--- config.mk ---
export PLATFORM = sky130hd
export DESIGN_NAME = slot_select_decoder
export DESIGN_NICKNAME = d
export VERILOG_FILES = /design/src/rtl/slot_select_decoder.sv
export SDC_FILE = /design/constraint.sdc
export NUM_CORES = 1
export LEC_CHECK = 0
export ABC_CLOCK_PERIOD_IN_PS = 3500
export BUFFER_PORTS_ARGS = -buffer_cell sky130_fd_sc_hd__buf_2
export CAP_MARGIN = 20
export CORE_UTILIZATION = 51
export DETAILED_ROUTE_END_ITERATION = 10
export GPL_TIMING_DRIVEN = 0
export PLACE_DENSITY = 0.83
export SLEW_MARGIN = 15
export SYNTH_ARGS = -nofsm -noshare
export SYNTH_HDL_FRONTEND = slang
export SYNTH_SLANG_ARGS = --single-unit
--- constraint.sdc ---
create_clock -name clk_logic -period 3.5 [get_ports clk_logic]
set_input_delay 0.7 -clock clk_logic [delete_from_list [all_inputs] [get_ports clk_logic]]
set_output_delay 0.7 -clock clk_logic [all_outputs]
set_load 0.02 [all_outputs]
--- src/rtl/slot_select_decoder.sv ---
// Apple II slot select decoder: snoops the synchronized bus each phi0 cycle and
// drives ioselect_n/devselect_n/iostrobe_n plus C8 expansion-ROM ownership.
// Optional IIe CXROM/SLOTC3ROM soft switches: define APPLE_IIE_CXROM_EN.
module slot_select_decoder #(
  parameter logic [7:0] SLOT_MASK    = 8'hFE,
  parameter bit         CFFF_RELEASE = 1'b1
) (
  input  logic        clk_logic,
  input  logic        system_reset_n,
  input  logic [15:0] addr,
  input  logic        rw_n,
  input  logic        phi0,
  input  logic        cfg_we,
  input  logic [2:0]  cfg_slot,
  input  logic [7:0]  cfg_card_id,
  output logic [2:0]  slot,
  output logic [7:0]  card_id,
  output logic        ioselect_n,
  output logic        devselect_n,
  output logic        iostrobe_n,
  output logic [2:0]  c8_owner
);

  typedef enum logic [1:0] {SEL_NONE, SEL_DEV, SEL_IO, SEL_STB} sel_e;

  logic       r_phi0_d;
  logic [2:0] r_slot;
  logic [7:0] r_card_id;
  logic       r_ioselect_n;
  logic       r_devselect_n;
  logic       r_iostrobe_n;
  logic [2:0] r_c8_owner;
  logic       r_release_pend;
  logic [7:0] r_card_table [0:7];

  logic       w_decode;
  logic       w_hit;
  sel_e       w_kind;
  logic [2:0] w_slot;
  logic [7:0] w_card;
  logic       w_enabled;
  logic       w_rom_vis;
  logic       w_c3_block;
  logic       w_release;
  logic       w_assert;
  logic       w_own_set;
  logic       w_own_clr;

`ifdef APPLE_IIE_CXROM_EN
  logic r_intcxrom;
  logic r_slotc3rom;
`else
  logic w_unused;
  assign w_unused = rw_n;
`endif

  assign w_decode = phi0 & ~r_phi0_d;

  // NOTE: every signal assigned in always_comb gets a default first so no
  // path leaves it unassigned, which would otherwise infer a latch.
  always_comb begin
    w_hit     = 1'b0;
    w_kind    = SEL_NONE;
    w_slot    = r_slot;
    w_release = 1'b0;
    if (addr[15:7] == 9'h181) begin
      w_hit  = 1'b1;
      w_kind = SEL_DEV;
      w_slot = addr[6:4];
    end else if (addr[15:11] == 5'b11000 && addr[10:8] != 3'd0) begin
      w_hit  = 1'b1;
      w_kind = SEL_IO;
      w_slot = addr[10:8];
    end else if (addr[15:11] == 5'b11001) begin
      w_release = CFFF_RELEASE && (addr == 16'hCFFF);
      if (r_c8_owner != 3'd0) begin
        w_hit  = 1'b1;
        w_kind = SEL_STB;
        w_slot = r_c8_owner;
      end
    end

    w_card    = r_card_table[w_slot];
    w_enabled = SLOT_MASK[w_slot] && (w_slot != 3'd0) && (w_card != 8'h00);

`ifdef APPLE_IIE_CXROM_EN
    w_rom_vis  = ~r_intcxrom;
    w_c3_block = (w_kind == SEL_IO) && (w_slot == 3'd3) && ~r_slotc3rom;
`else
    w_rom_vis  = 1'b1;
    w_c3_block = 1'b0;
`endif

    unique case (w_kind)
      SEL_DEV: w_assert = w_enabled;
      SEL_IO:  w_assert = w_enabled && w_rom_vis && ~w_c3_block;
      SEL_STB: w_assert = w_enabled && w_rom_vis;
      default: w_assert = 1'b0;
    endcase

    // A disabled $C3 ROM drops ownership even for an empty slot, unless CXROM hides all slots.
    w_own_clr = w_rom_vis && w_c3_block;
    w_own_set = (w_kind == SEL_IO) && w_enabled && w_rom_vis && ~w_c3_block;
  end

  // NOTE: sequential state uses non-blocking assignments so every register
  // samples the pre-edge values, independent of statement order.
  always_ff @(posedge clk_logic or negedge system_reset_n) begin
    if (!system_reset_n) begin
      // Seeded high so a reset released mid-phi0 cannot fake a rising edge.
      r_phi0_d       <= 1'b1;
      r_slot         <= 3'd0;
      r_card_id      <= 8'h00;
      r_ioselect_n   <= 1'b1;
      r_devselect_n  <= 1'b1;
      r_iostrobe_n   <= 1'b1;
      r_c8_owner     <= 3'd0;
      r_release_pend <= 1'b0;
`ifdef APPLE_IIE_CXROM_EN
      r_intcxrom     <= 1'b0;
      r_slotc3rom    <= 1'b0;
`endif
    end else begin
      r_phi0_d <= phi0;
      if (w_decode) begin
        if (w_hit) begin
          r_slot    <= w_slot;
          r_card_id <= w_card;
        end
        r_devselect_n  <= ~(w_assert && w_kind == SEL_DEV);
        r_ioselect_n   <= ~(w_assert && w_kind == SEL_IO);
        r_iostrobe_n   <= ~(w_assert && w_kind == SEL_STB);
        r_release_pend <= w_release;
        if (w_own_set)      r_c8_owner <= w_slot;
        else if (w_own_clr) r_c8_owner <= 3'd0;
`ifdef APPLE_IIE_CXROM_EN
        if (!rw_n) begin
          unique case (addr)
            16'hC006: r_intcxrom  <= 1'b0;
            16'hC007: r_intcxrom  <= 1'b1;
            16'hC00A: r_slotc3rom <= 1'b0;
            16'hC00B: r_slotc3rom <= 1'b1;
            default: ;
          endcase
        end
`endif
      end else if (!phi0) begin
        r_devselect_n  <= 1'b1;
        r_ioselect_n   <= 1'b1;
        r_iostrobe_n   <= 1'b1;
        r_release_pend <= 1'b0;
        if (r_release_pend) r_c8_owner <= 3'd0;
      end
    end
  end

  // NOTE: the card table is only eight bytes and must read as empty after
  // reset, so it is reset along with the control state.
  always_ff @(posedge clk_logic or negedge system_reset_n) begin
    if (!system_reset_n) begin
      for (int i = 0; i < 8; i++) r_card_table[i] <= 8'h00;
    end else if (cfg_we && cfg_slot != 3'd0) begin
      r_card_table[cfg_slot] <= cfg_card_id;
    end
  end

  assign slot        = r_slot;
  assign card_id     = r_card_id;
  assign ioselect_n  = r_ioselect_n;
  assign devselect_n = r_devselect_n;
  assign iostrobe_n  = r_iostrobe_n;
  assign c8_owner    = r_c8_owner;

endmodule

==> results_tabular.tex, run 1 <==
\begin{tabular}{lr}
\hline
Metric & Value \\
\hline
\multicolumn{2}{l}{\textbf{Status}} \\
Outcome & finished, final reports clean \\
\multicolumn{2}{l}{\textbf{Setup path}} \\
Endpoint of the worst register-to-register path & c8\_owner[0] \\
Arrival time reported for the critical path endpoint & approximately 3.7 ns \\
Depth of the worst register-to-register path & 10 \\
FF-to-FF setup slack & 0.15 ns \\
CP Max Fanout & 10 \\
Launch point of the worst reg-to-reg path & c8\_owner[1] \\
List of cells traversed by the critical path & buf\_2, or4\_1, a31oi\_2, a21oi\_2, a21oi\_4, buf\_12, mux4\_1, nor4\_2, a21oi\_4, o21ai\_2, mux2i\_1 \\
Most used cell along the critical path & a21oi\_4 \\
Highest cell delay on the worst timing path & approximately 0.65 ns \\
Crit start category & primary input \\
Class of the most critical setup path & in -> reg \\
Setup crit end kind & register \\
Data required time of the critical path & 3.79 ns \\
Cell type of the slowest stage on the worst timing path & mux4\_1 \\
\multicolumn{2}{l}{\textbf{Worst hold path}} \\
Min-Delay Path Class & in -> async \\
\multicolumn{2}{l}{\textbf{Global routing}} \\
Total overflow reported by the global router & 0 \\
Vias in the first global route & about 2400 \\
Maximum number of pins on one net before global-route repair & 67 \\
Wire length of the first global-routing pass & 12590 um \\
Tot GR Track Use & 0.2179 \\
Antenna violations before repair & 0 \\
\multicolumn{2}{l}{\textbf{CTS}} \\
Number of buffers on the longest clock path & 2 \\
Clk sinks & 83 \\
Register clock-pin slew on the reported worst setup and hold paths & 0.08 ns \\
Cell chosen for the clock root & clkbuf\_8 \\
CTS tree & built \\
Inserted Clock Buffers & 9 \\
Clock Latency Late Sink & 0.36 ns \\
Depth of the CTS H-tree & 3 \\
Hold-fix buffers, CTS & 0 \\
\multicolumn{2}{l}{\textbf{Timing}} \\
Period Utilization, post-route & 0.9585 \\
Setup violation total in the final timing report & 0 \\
Unrepaired setup endpoints after global routing & false \\
Max-slew headroom at the worst pin & 0.4393 \\
Max Transition Viols Final & 0 \\
Maximum achievable frequency & 298.1 MHz \\
Final Hold Fails & 0 \\
Minimum clock period & 3.355 ns \\
Final clock skew & 0.01036 ns \\
Transition time of the tightest slew-check pin & 0.8364 ns \\
\multicolumn{2}{l}{\textbf{Synthesis}} \\
Number of register bits inferred by synthesis & 83 \\
Syn nets & 304 \\
Top cells by count, synth & dfrtp\_1 (79), mux2\_2 (56), nand2\_1 (20), clkbuf\_1 (16), mux4\_1 (13) \\
Syn Inst Count & 272 \\
Largest area contributor in the netlist & dfrtp\_1 \\
Proportion of netlist area held by the largest area contributor & 0.5084 \\
Share of synthesized registers carrying an async set or reset & 1.000 \\
Top post-synthesis cells by area & dfrtp\_1 (51\%), mux2\_2 (16\%), mux4\_1 (8.8\%), dfstp\_2 (2.7\%), mux2i\_1 (2.6\%) \\
Top FF cell, synth & dfrtp\_1 \\
Syn\_area\_per\_cell & 14.30 um\^{}2 \\
Synthesized area & 3889 um\^{}2 \\
Count of flip-flops with a built-in enable after synthesis & 0 \\
Sequential cell area fraction in the yosys report & 0.5354 \\
Post-synthesis cell type count & 47 \\
Total of warnings raised by yosys & 0 \\
Dominant cell by count in the synthesized netlist & dfrtp\_1 \\
\multicolumn{2}{l}{\textbf{Placed design}} \\
Placed wire-length estimate & 5458 um \\
GPL Wtd Cong & 0.8005 \\
Number of cells after detailed placement & approximately 420 \\
Count of port buffers added during placement & 43 \\
Standard cell area after detailed placement & about 4300 um\^{}2 \\
\multicolumn{2}{l}{\textbf{Cells and area}} \\
Share of cells above drive strength 1 & 0.4341 \\
Final antenna diode count & 0 \\
Synth-to-layout area growth & 16.60\% \\
FF/Latch Area & around 2100 um\^{}2 \\
Final instance count without filler cells & 433 \\
Final standard cell area without fillers & 4534 um\^{}2 \\
Footprint of the multi-input gates & 1738 um\^{}2 \\
Number of nets at the end of the flow & 361 \\
Filler Cells Inserted & 562 \\
\multicolumn{2}{l}{\textbf{Detailed routing}} \\
Via count & roughly 2500 \\
Routed via count divided by cell count & 5.808 \\
Post-route DRC violation count & 0 \\
Antenna violation net count after detailed routing & 0 \\
Average routed wire per standard cell & 18.49 um \\
Detailed-router iteration count before antenna repair & 4 \\
Detailed-route wire length & 8008 um \\
Number of DRC violations after detailed-routing iteration 0 & 134 \\
\multicolumn{2}{l}{\textbf{Run}} \\
Maximum Capacitance Violations & 0 \\
\multicolumn{2}{l}{\textbf{Pwr}} \\
IR drop worst, VDD & 0.3126 mV \\
Leakage power total & $\sim$2.1 nW \\
Power density over cell area & 502.8 nW/um\^{}2 \\
\multicolumn{2}{l}{\textbf{Die}} \\
Top-Level Pins & 49 \\
Core region area & 7331 um\^{}2 \\
Die width & 89.32 um \\
Die Footprint & 7978 um\^{}2 \\
Initial cell density of the core & 0.5305 \\
Row count & 31 \\
Vert. Die Dim & 89.32 um \\
\hline
\end{tabular}
==> critical path, delay by kind of cell <==
kind / cells / cell delay [ns]
multiplexers: 2 / 0.85
AO/OA/AOI/OAI: 5 / 0.76
AND/OR/NAND/NOR: 2 / 1.03
buffers and inverters: 2 / 0.30
==> cell families after synthesis <==
logic type	count (synthesis)	share of synthesized area
buffers and inverters	22	0.02542
muxes	82	0.2931
AOI/OAI and AO/OA	31	0.06435
DFF	83	0.5354
and+or+nand+nor	54	0.08172
==> final cells by class <==
type | count | share of cell area
buffer | 20 | 0.02014
clock buffer | 10 | 0.02815
clock inverter | 6 | 0.01987
inverter | 2 | 0.001656
multi-input combinational | 167 | 0.3833
sequential | 83 | 0.4594
tap | 99 | 0.02732
timing repair buffer | 46 | 0.06015
==> flip-flops by register name, indices dropped and copies added, names as in the netlist <==
name and cells:
r_card_table 64, card_id 8, c8_owner 3, slot 3, devselect_n 1, ioselect_n 1, iostrobe_n 1, r_phi0_d 1
r_release_pend 1
==> through the flow <==
| step | setup WS [ns] | setup TNS, ns | hold WS [ns] | utilization | power, mW |
|---|---|---|---|---|---|
| 2_1_floorplan | 0.04861 | 0 | 0.4044 | - | 1.404 |
| 3_3_place_gp | -0.4959 | -2.463 | 0.4319 | 0.5767 | 1.489 |
| 3_5_place_dp | -0.5272 | -2.669 | 0.4443 | 0.5815 | 1.526 |
| 4_1_cts | 0.04961 | 0 | 0.1935 | 0.6150 | 2.274 |
| 5_1_grt | 0.01682 | 0 | 0.1960 | 0.6185 | 2.371 |
| 6_report | 0.1451 | 0 | 0.1992 | 0.6185 | 2.280 |
==> worst max-delay path by stage <==
stage	to	start	slack [ns]
3_3_place_gp	c8_owner[0]	addr[8]	-0.50
3_5_place_dp	c8_owner[0]	addr[8]	-0.53
5_1_grt	c8_owner[0]	c8_owner[1]	0.02
6_report	c8_owner[0]	addr[8]	0.15
4_1_cts	c8_owner[0]	addr[12]	0.05
2_1_floorplan	c8_owner[0]	addr[8]	0.05
==> power breakdown <==
part / internal, mW / switching (mW) / total, mW
registers: 1.10 / 0.0725 / 1.18
logic: 0.204 / 0.142 / 0.346
clock network: 0.403 / 0.354 / 0.757
==> layout by cell type (no fill, tap or decap), types with 4 or more instances in the layout <==
| master | n |
|---|---|
| dfrtp_1 | 78 |
| clkbuf_8 | 9 |
| mux2_2 | 56 |
| nor3_1 | 4 |
| mux4_1 | 11 |
| dfstp_2 | 4 |
| o21ai_0 | 11 |
| clkbuf_1 | 17 |
| nand4b_1 | 4 |
| buf_2 | 43 |
| mux4_2 | 5 |
| nand2_1 | 20 |
| mux2i_1 | 10 |
==> repair_timing <==
item                                   CTS  global route
cloned                                   0             0
endpoints found under the hold margin    0             0
resized for setup                        0             7
buffers inserted                         2             0
pin swaps                                0             2
setup endpoints to repair                6             3
==> metal layers <==
layer | GRT usage | part of all wire
met1 | 0.2958 | 0.46
met5 | 0 | 0
met3 | 0.05171 | 0.046
met4 | 0.08369 | 0.016
met2 | 0.3428 | 0.48
No activity file was read; power rests on OpenSTA's default activity.
==> run 2: changes to the inputs <==
--- a/config.mk
+++ b/config.mk
@@ -5,13 +5,12 @@
 export SDC_FILE = /design/constraint.sdc
 export NUM_CORES = 1
 export LEC_CHECK = 0
-export ABC_CLOCK_PERIOD_IN_PS = 3500
-export BUFFER_PORTS_ARGS = -buffer_cell sky130_fd_sc_hd__buf_2
 export CAP_MARGIN = 20
 export CORE_UTILIZATION = 51
 export DETAILED_ROUTE_END_ITERATION = 10
+export DONT_BUFFER_PORTS = 1
 export GPL_TIMING_DRIVEN = 0
-export PLACE_DENSITY = 0.83
+export PLACE_DENSITY = 0.77
 export SLEW_MARGIN = 15
 export SYNTH_ARGS = -nofsm -noshare
 export SYNTH_HDL_FRONTEND = slang
==> results_tabular.tex, run 2 (synthesis results as in run 1) <==
\begin{tabular}{lr}
\hline
Metric & Value \\
\hline
\multicolumn{2}{l}{\textbf{Status}} \\
Outcome & finished, final reports clean \\
\multicolumn{2}{l}{\textbf{Detailed routing}} \\
Number of DRC violations after detailed-routing iteration 0 & 111 \\
Post-route DRC violation count & 0 \\
Via count & about 2300 \\
Detailed-router iteration count before antenna repair & 4 \\
Routed via count divided by cell count & 6.046 \\
Average routed wire per standard cell & 20.20 um \\
Antenna violation net count after detailed routing & 0 \\
Detailed-route wire length & 7839 um \\
\multicolumn{2}{l}{\textbf{Timing}} \\
Maximum achievable frequency & 292.5 MHz \\
Max-slew headroom at the worst pin & 0.4272 \\
Setup WS post-layout & 0.08165 ns \\
Minimum clock period & 3.418 ns \\
Setup TNS & 0 ns \\
Max Transition Viols Final & 0 \\
Period Utilization, post-route & 0.9767 \\
Final Hold Fails & 0 \\
Final clock skew & 0.009780 ns \\
Setup violation total in the final timing report & 0 \\
Transition time of the tightest slew-check pin & 0.8545 ns \\
\multicolumn{2}{l}{\textbf{Global routing}} \\
Tot GR Track Use & 0.2087 \\
Total overflow reported by the global router & 0 \\
Vias in the first global route & 2451 \\
Antenna violations before repair & 0 \\
Maximum number of pins on one net before global-route repair & 84 \\
Wire length of the first global-routing pass & $\sim$12000 um \\
\multicolumn{2}{l}{\textbf{Cells and area}} \\
Filler Cells Inserted & between 500 and 600 \\
Final standard cell area without fillers & 4270 um\^{}2 \\
Share of cells above drive strength 1 & 0.3599 \\
Final antenna diode count & 0 \\
Commonest non-fill, non-tap cells in the layout & dfrtp\_1 (77), mux2\_2 (56), nand2\_1 (20), clkbuf\_1 (18), o21ai\_0 (11) \\
Max reg flops & 64 \\
Synth-to-layout area growth & 9.813\% \\
Most common library cell in the layout ignoring fill and taps & dfrtp\_1 \\
Number of nets at the end of the flow & 316 \\
Reg with most FFs & r\_card\_table \\
\multicolumn{2}{l}{\textbf{Pwr}} \\
Leakage power total & 1.849 nW \\
Power density over cell area & 505.5 nW/um\^{}2 \\
IR drop worst, VDD & 0.2369 mV \\
\multicolumn{2}{l}{\textbf{CTS}} \\
Depth of the CTS H-tree & 3 \\
Hold-fix buffers, CTS & 0 \\
Clk sinks & 83 \\
Cell chosen for the clock root & clkbuf\_8 \\
Clock Latency Late Sink & 0.35 ns \\
Register clock-pin slew on the reported worst setup and hold paths & about 0.09 ns \\
Number of buffers on the longest clock path & 2 \\
CTS tree & built \\
Inserted Clock Buffers & 9 \\
\multicolumn{2}{l}{\textbf{Setup path}} \\
Setup crit end kind & register \\
Crit start category & register \\
FF-to-FF setup slack & 0.08 ns \\
CP Max Fanout & 9 \\
Class of the most critical setup path & reg -> reg \\
Kind of cell with the highest combined delay on the critical path & simple AND/OR/NAND/NOR gates \\
Depth of the worst register-to-register path & 10 \\
Arrival time reported for the critical path endpoint & 3.68 ns \\
Cell type of the slowest stage on the worst timing path & mux4\_1 \\
Endpoint of the worst register-to-register path & c8\_owner[1] \\
Data required time of the critical path & 3.76 ns \\
Buffer and inverter count on the worst path & 1 \\
List of cells traversed by the critical path & or4b\_1, a31oi\_2, a21oi\_2, a21oi\_4, buf\_12, mux4\_1, nor4\_4, a21oi\_4, o21ai\_2, mux2i\_1 \\
CP Depth & 10 \\
Most used cell along the critical path & a21oi\_4 \\
Highest cell delay on the worst timing path & 0.68 ns \\
Critical path destination & c8\_owner[1] \\
Timing startpoint of the critical path & c8\_owner[2] \\
Launch point of the worst reg-to-reg path & c8\_owner[2] \\
\multicolumn{2}{l}{\textbf{Placed design}} \\
Placed wire-length estimate & between 5000 and 6000 um \\
Count of port buffers added during placement & 0 \\
GPL Wtd Cong & 0.7182 \\
Pre-CTS setup slack & -0.4228 ns \\
Standard cell area after detailed placement & 4018 um\^{}2 \\
\multicolumn{2}{l}{\textbf{Die}} \\
Top-Level Pins & 49 \\
Initial cell density of the core & 0.5305 \\
Die width & 89.32 um \\
Row count & 31 \\
Die Footprint & 7978 um\^{}2 \\
Vert. Die Dim & just under 90 um \\
Core region area & 7331 um\^{}2 \\
\multicolumn{2}{l}{\textbf{Run}} \\
Maximum Capacitance Violations & 0 \\
\multicolumn{2}{l}{\textbf{Worst hold path}} \\
Min-Delay Path Class & in -> async \\
\hline
\end{tabular}
==> run 2: changes by cell type in the layout (fill, tap and decap cells not counted), sizes merged <==
| cell | change |
|---|---|
| clkinv | -2 |
| inv | +1 |
| clkinvlp | +1 |
| buf | -45 |
| clkbuf | +1 |
| bufinv | -1 |
==> run 2: area by class of cell <==
type,count,area [um^2],share of cell area
Sequential cell,83,2085,0.4881
Multi-Input combinational cell,167,1749,0.4096
Clock buffer,11,131.4,0.03076
Tap cell,99,123.9,0.02901
Buffer,20,91.34,0.02139
Clock inverter,5,62.56,0.01465
Timing Repair Buffer,1,20.02,0.004688
Inverter,2,7.507,0.001758
==> run 2: metal layers <==
metal,up-vias,share of wire,track usage
met5,-,0,0
met4,0,0.023,0.08514
met3,16,0.062,0.06371
met2,77,0.49,0.3539
met1,1201,0.43,0.2489
li1,1052,-,-
==> run 2: worst reg2reg max path: stages, from the launching register on <==
cell and delay, ns:
dfrtp_1 0.53, or4b_1 0.56, a31oi_2 0.20, a21oi_2 0.07, a21oi_4 0.21, buf_12 0.18
mux4_1 0.68, nor4_4 0.38, a21oi_4 0.11, o21ai_2 0.21, mux2i_1 0.21
==> run 2: how the worst min path moves through the flow <==
stage	start	end	slack, ns	depth (start not counted)
5_1_grt	system_reset_n	r_card_table[57]	0.007	0
3_5_place_dp	system_reset_n	card_id[2]	0.41	0
3_3_place_gp	system_reset_n	r_card_table[57]	0.41	0
4_1_cts	system_reset_n	r_card_table[57]	0.02	0
6_report	system_reset_n	card_id[2]	0.03	0
2_1_floorplan	system_reset_n	c8_owner[0]	0.40	0
==> run 2: timing repair <==
action                     CTS  global route
setup endpoints to repair    6             3
pin swaps                    0             2
resized for setup            4            11
buffers inserted             1             0
==> run 2: per-stage QoR <==
step	std cells	hold WS, ns	util	power, mW
after floorplan	272	0.4044	-	1.404
after global placement	371	0.4064	0.5474	1.446
after detailed placement	371	0.4059	0.5480	1.473
after CTS	388	0.01863	0.5803	2.156
after global routing	388	0.006529	0.5825	2.255
final	388	0.03240	0.5825	2.159
==> run 2: where the power goes <==
part	switching [mW]	total (mW)	leakage, nW	internal (mW)
logic	0.111	0.303	0.727	0.193
clock network	0.340	0.674	0.0901	0.334
registers	0.0768	1.18	1.03	1.10
==> run 3: changes to the inputs <==
--- a/config.mk
+++ b/config.mk
@@ -6,6 +6,7 @@
 export NUM_CORES = 1
 export LEC_CHECK = 0
 export CAP_MARGIN = 20
+export CORE_MARGIN = 2
 export CORE_UTILIZATION = 51
 export DETAILED_ROUTE_END_ITERATION = 10
 export DONT_BUFFER_PORTS = 1
==> results_tabular.tex, run 3 (synthesis results as in run 1) <==
\begin{tabular}{lr}
\hline
Metric & Value \\
\hline
\multicolumn{2}{l}{\textbf{Setup path}} \\
Arrival time reported for the critical path endpoint & 3.58 ns \\
Endpoint of the worst register-to-register path & c8\_owner[1] \\
Launch point of the worst reg-to-reg path & c8\_owner[1] \\
Crit start category & register \\
Data required time of the critical path & $\sim$3.8 ns \\
Depth of the worst register-to-register path & 11 \\
Class of the most critical setup path & reg -> reg \\
CP Max Fanout & 10 \\
FF-to-FF setup slack & 0.19 ns \\
Setup crit end kind & register \\
\multicolumn{2}{l}{\textbf{Cells and area}} \\
Most common library cell in the layout ignoring fill and taps & dfrtp\_1 \\
Max reg flops & 64 \\
Synth-to-layout area growth & 10.78\% \\
Number of nets at the end of the flow & 318 \\
Final antenna diode count & 0 \\
Share of cells above drive strength 1 & 0.3643 \\
Finished Core Util & 0.5876 \\
Commonest non-fill, non-tap cells in the layout & dfrtp\_1 (77), mux2\_2 (56), nand2\_1 (20), clkbuf\_1 (16), o21ai\_0 (11) \\
Reg with most FFs & r\_card\_table \\
\multicolumn{2}{l}{\textbf{Detailed routing}} \\
Average routed wire per standard cell & 19.80 um \\
Detailed-router iteration count before antenna repair & 4 \\
Detailed-route wire length & 7723 um \\
Via count & $\sim$2300 \\
Routed via count divided by cell count & around 6.0 \\
Antenna violation net count after detailed routing & 0 \\
Post-route DRC violation count & 0 \\
Number of DRC violations after detailed-routing iteration 0 & 105 \\
\multicolumn{2}{l}{\textbf{Global routing}} \\
Antenna violations before repair & 0 \\
Maximum number of pins on one net before global-route repair & 84 \\
Total overflow reported by the global router & 0 \\
Vias in the first global route & 2408 \\
Tot GR Track Use & 0.1985 \\
Wire length of the first global-routing pass & 12570 um \\
\multicolumn{2}{l}{\textbf{Die}} \\
Vert. Die Dim & $\sim$90 um \\
Die width & 91.32 um \\
Row count & 31 \\
Top-Level Pins & 49 \\
Die Footprint & 8339 um\^{}2 \\
Initial cell density of the core & 0.5305 \\
Core region area & 7331 um\^{}2 \\
\multicolumn{2}{l}{\textbf{Timing}} \\
Final Hold Fails & 0 \\
Unrepaired setup endpoints after global routing & false \\
Maximum achievable frequency & 302.1 MHz \\
Max Transition Viols Final & 0 \\
Max-slew headroom at the worst pin & 0.4459 \\
Minimum clock period & between 3 and 4 ns \\
Minimum hold slack & 0.03798 ns \\
Transition time of the tightest slew-check pin & 0.8267 ns \\
Final clock skew & 0.01224 ns \\
Period Utilization, post-route & 0.9456 \\
Setup WS post-layout & 0.1903 ns \\
Setup TNS & 0 ns \\
Setup violation total in the final timing report & 0 \\
\multicolumn{2}{l}{\textbf{CTS}} \\
Hold-fix buffers, CTS & 0 \\
Inserted Clock Buffers & 9 \\
Register clock-pin slew on the reported worst setup and hold paths & 0.09 ns \\
Clock Latency Late Sink & 0.35 ns \\
Clk sinks & 83 \\
Number of buffers on the longest clock path & 2 \\
CTS tree & built \\
Depth of the CTS H-tree & 3 \\
Cell chosen for the clock root & clkbuf\_8 \\
\multicolumn{2}{l}{\textbf{Pwr}} \\
Sw Share & 0.2411 \\
Power density over cell area & 520.7 nW/um\^{}2 \\
Clock power share & 0.340 \\
Combinational power share & 0.134 \\
P\_int & 1.702 mW \\
Leakage power total & 1.887 nW \\
Psw & 0.5409 mW \\
IR drop worst, VDD & about 0.24 mV \\
Sequential power share & 0.526 \\
\multicolumn{2}{l}{\textbf{Placed design}} \\
Count of port buffers added during placement & 0 \\
GPL Wtd Cong & between 0.7 and 0.8 \\
Pre-CTS setup slack & -0.3792 ns \\
Placed wire-length estimate & 5262 um \\
\multicolumn{2}{l}{\textbf{Worst hold path}} \\
Min-Delay Path Class & in -> async \\
\multicolumn{2}{l}{\textbf{Run}} \\
Maximum Capacitance Violations & 0 \\
\multicolumn{2}{l}{\textbf{Status}} \\
Outcome & finished, final reports clean \\
\hline
\end{tabular}
==> run 3: cell types whose count changed in the layout (fill, tap and decap cells not counted), sizes merged <==
cell | before | now
inv | 3 | 4
buf | 5 | 7
bufinv | 1 | 2
clkbuf | 27 | 25
==> run 3: worst max-delay path by stage <==
stage                      startpoint     endpoint  slack, ns  cells after the start
after floorplan               addr[8]  c8_owner[0]       0.05                     10
after global placement        addr[8]  c8_owner[0]      -0.37                     10
after detailed placement      addr[8]  c8_owner[1]      -0.38                     10
after CTS                 c8_owner[1]  c8_owner[1]       0.02                     11
after global routing      c8_owner[1]  c8_owner[1]       0.02                     11
final                     c8_owner[1]  c8_owner[1]       0.19                     11
==> run 3: what timing repair did <==
item                       in CTS  in global routing
resized for setup               2                  9
setup buffers                   3                  0
setup endpoints to repair       6                  4
pin swaps                       0                  3
==> run 3: power by group through the flow <==
stage | logic, mW | clock network (mW) | registers (mW)
global placement | 0.265 | 0 | 1.18
detailed placement | 0.278 | 0 | 1.19
global route | 0.322 | 0.817 | 1.19
finish | 0.300 | 0.763 | 1.18
CTS | 0.289 | 0.775 | 1.18
floorplan | 0.238 | 0 | 1.17
==> run 3: metrics by stage <==
step | instances | power, mW | cell area (um^2)
6_report | 390 | 2.243 | 4308
5_1_grt | 390 | 2.333 | 4308
4_1_cts | 390 | 2.240 | 4287
3_5_place_dp | 371 | 1.473 | 4018
3_3_place_gp | 371 | 1.445 | 4013
2_1_floorplan | 272 | 1.404 | 3889
==> run 3: worst max-delay path: stages, from the launching register on <==
cell and delay [ns]:
dfrtp_2 0.50, or4b_4 0.57, a31oi_2 0.19, a21oi_2 0.06, a21oi_4 0.14, buf_12 0.15
buf_8 0.16, mux4_2 0.57, nor4_4 0.31, a21oi_2 0.12, o21ai_2 0.24, mux2i_1 0.21
==> run 3: routing by layer <==
metal / track usage / vias to the layer above / wire, um
met1: 0.2662 / 1212 / 3511
li1: - / 1052 / -
met5: 0 / - / 0
met3: 0.05726 / 8 / 442
met4: 0.07449 / 0 / 123
met2: 0.3093 / 62 / 3644
==> run 3: cell type report <==
| cell class | instances | area, um^2 |
|---|---|---|
| clock buffers | 9 | 123.9 |
| flip-flops and latches | 83 | 2085 |
| multi-input cells | 167 | 1744 |
| inverters | 2 | 7.507 |
| clock inverters | 7 | 97.59 |
| plain buffers | 20 | 91.34 |
| repair buffers | 3 | 35.03 |
| well taps | 99 | 123.9 |
| fillers | 572 | 3023 |
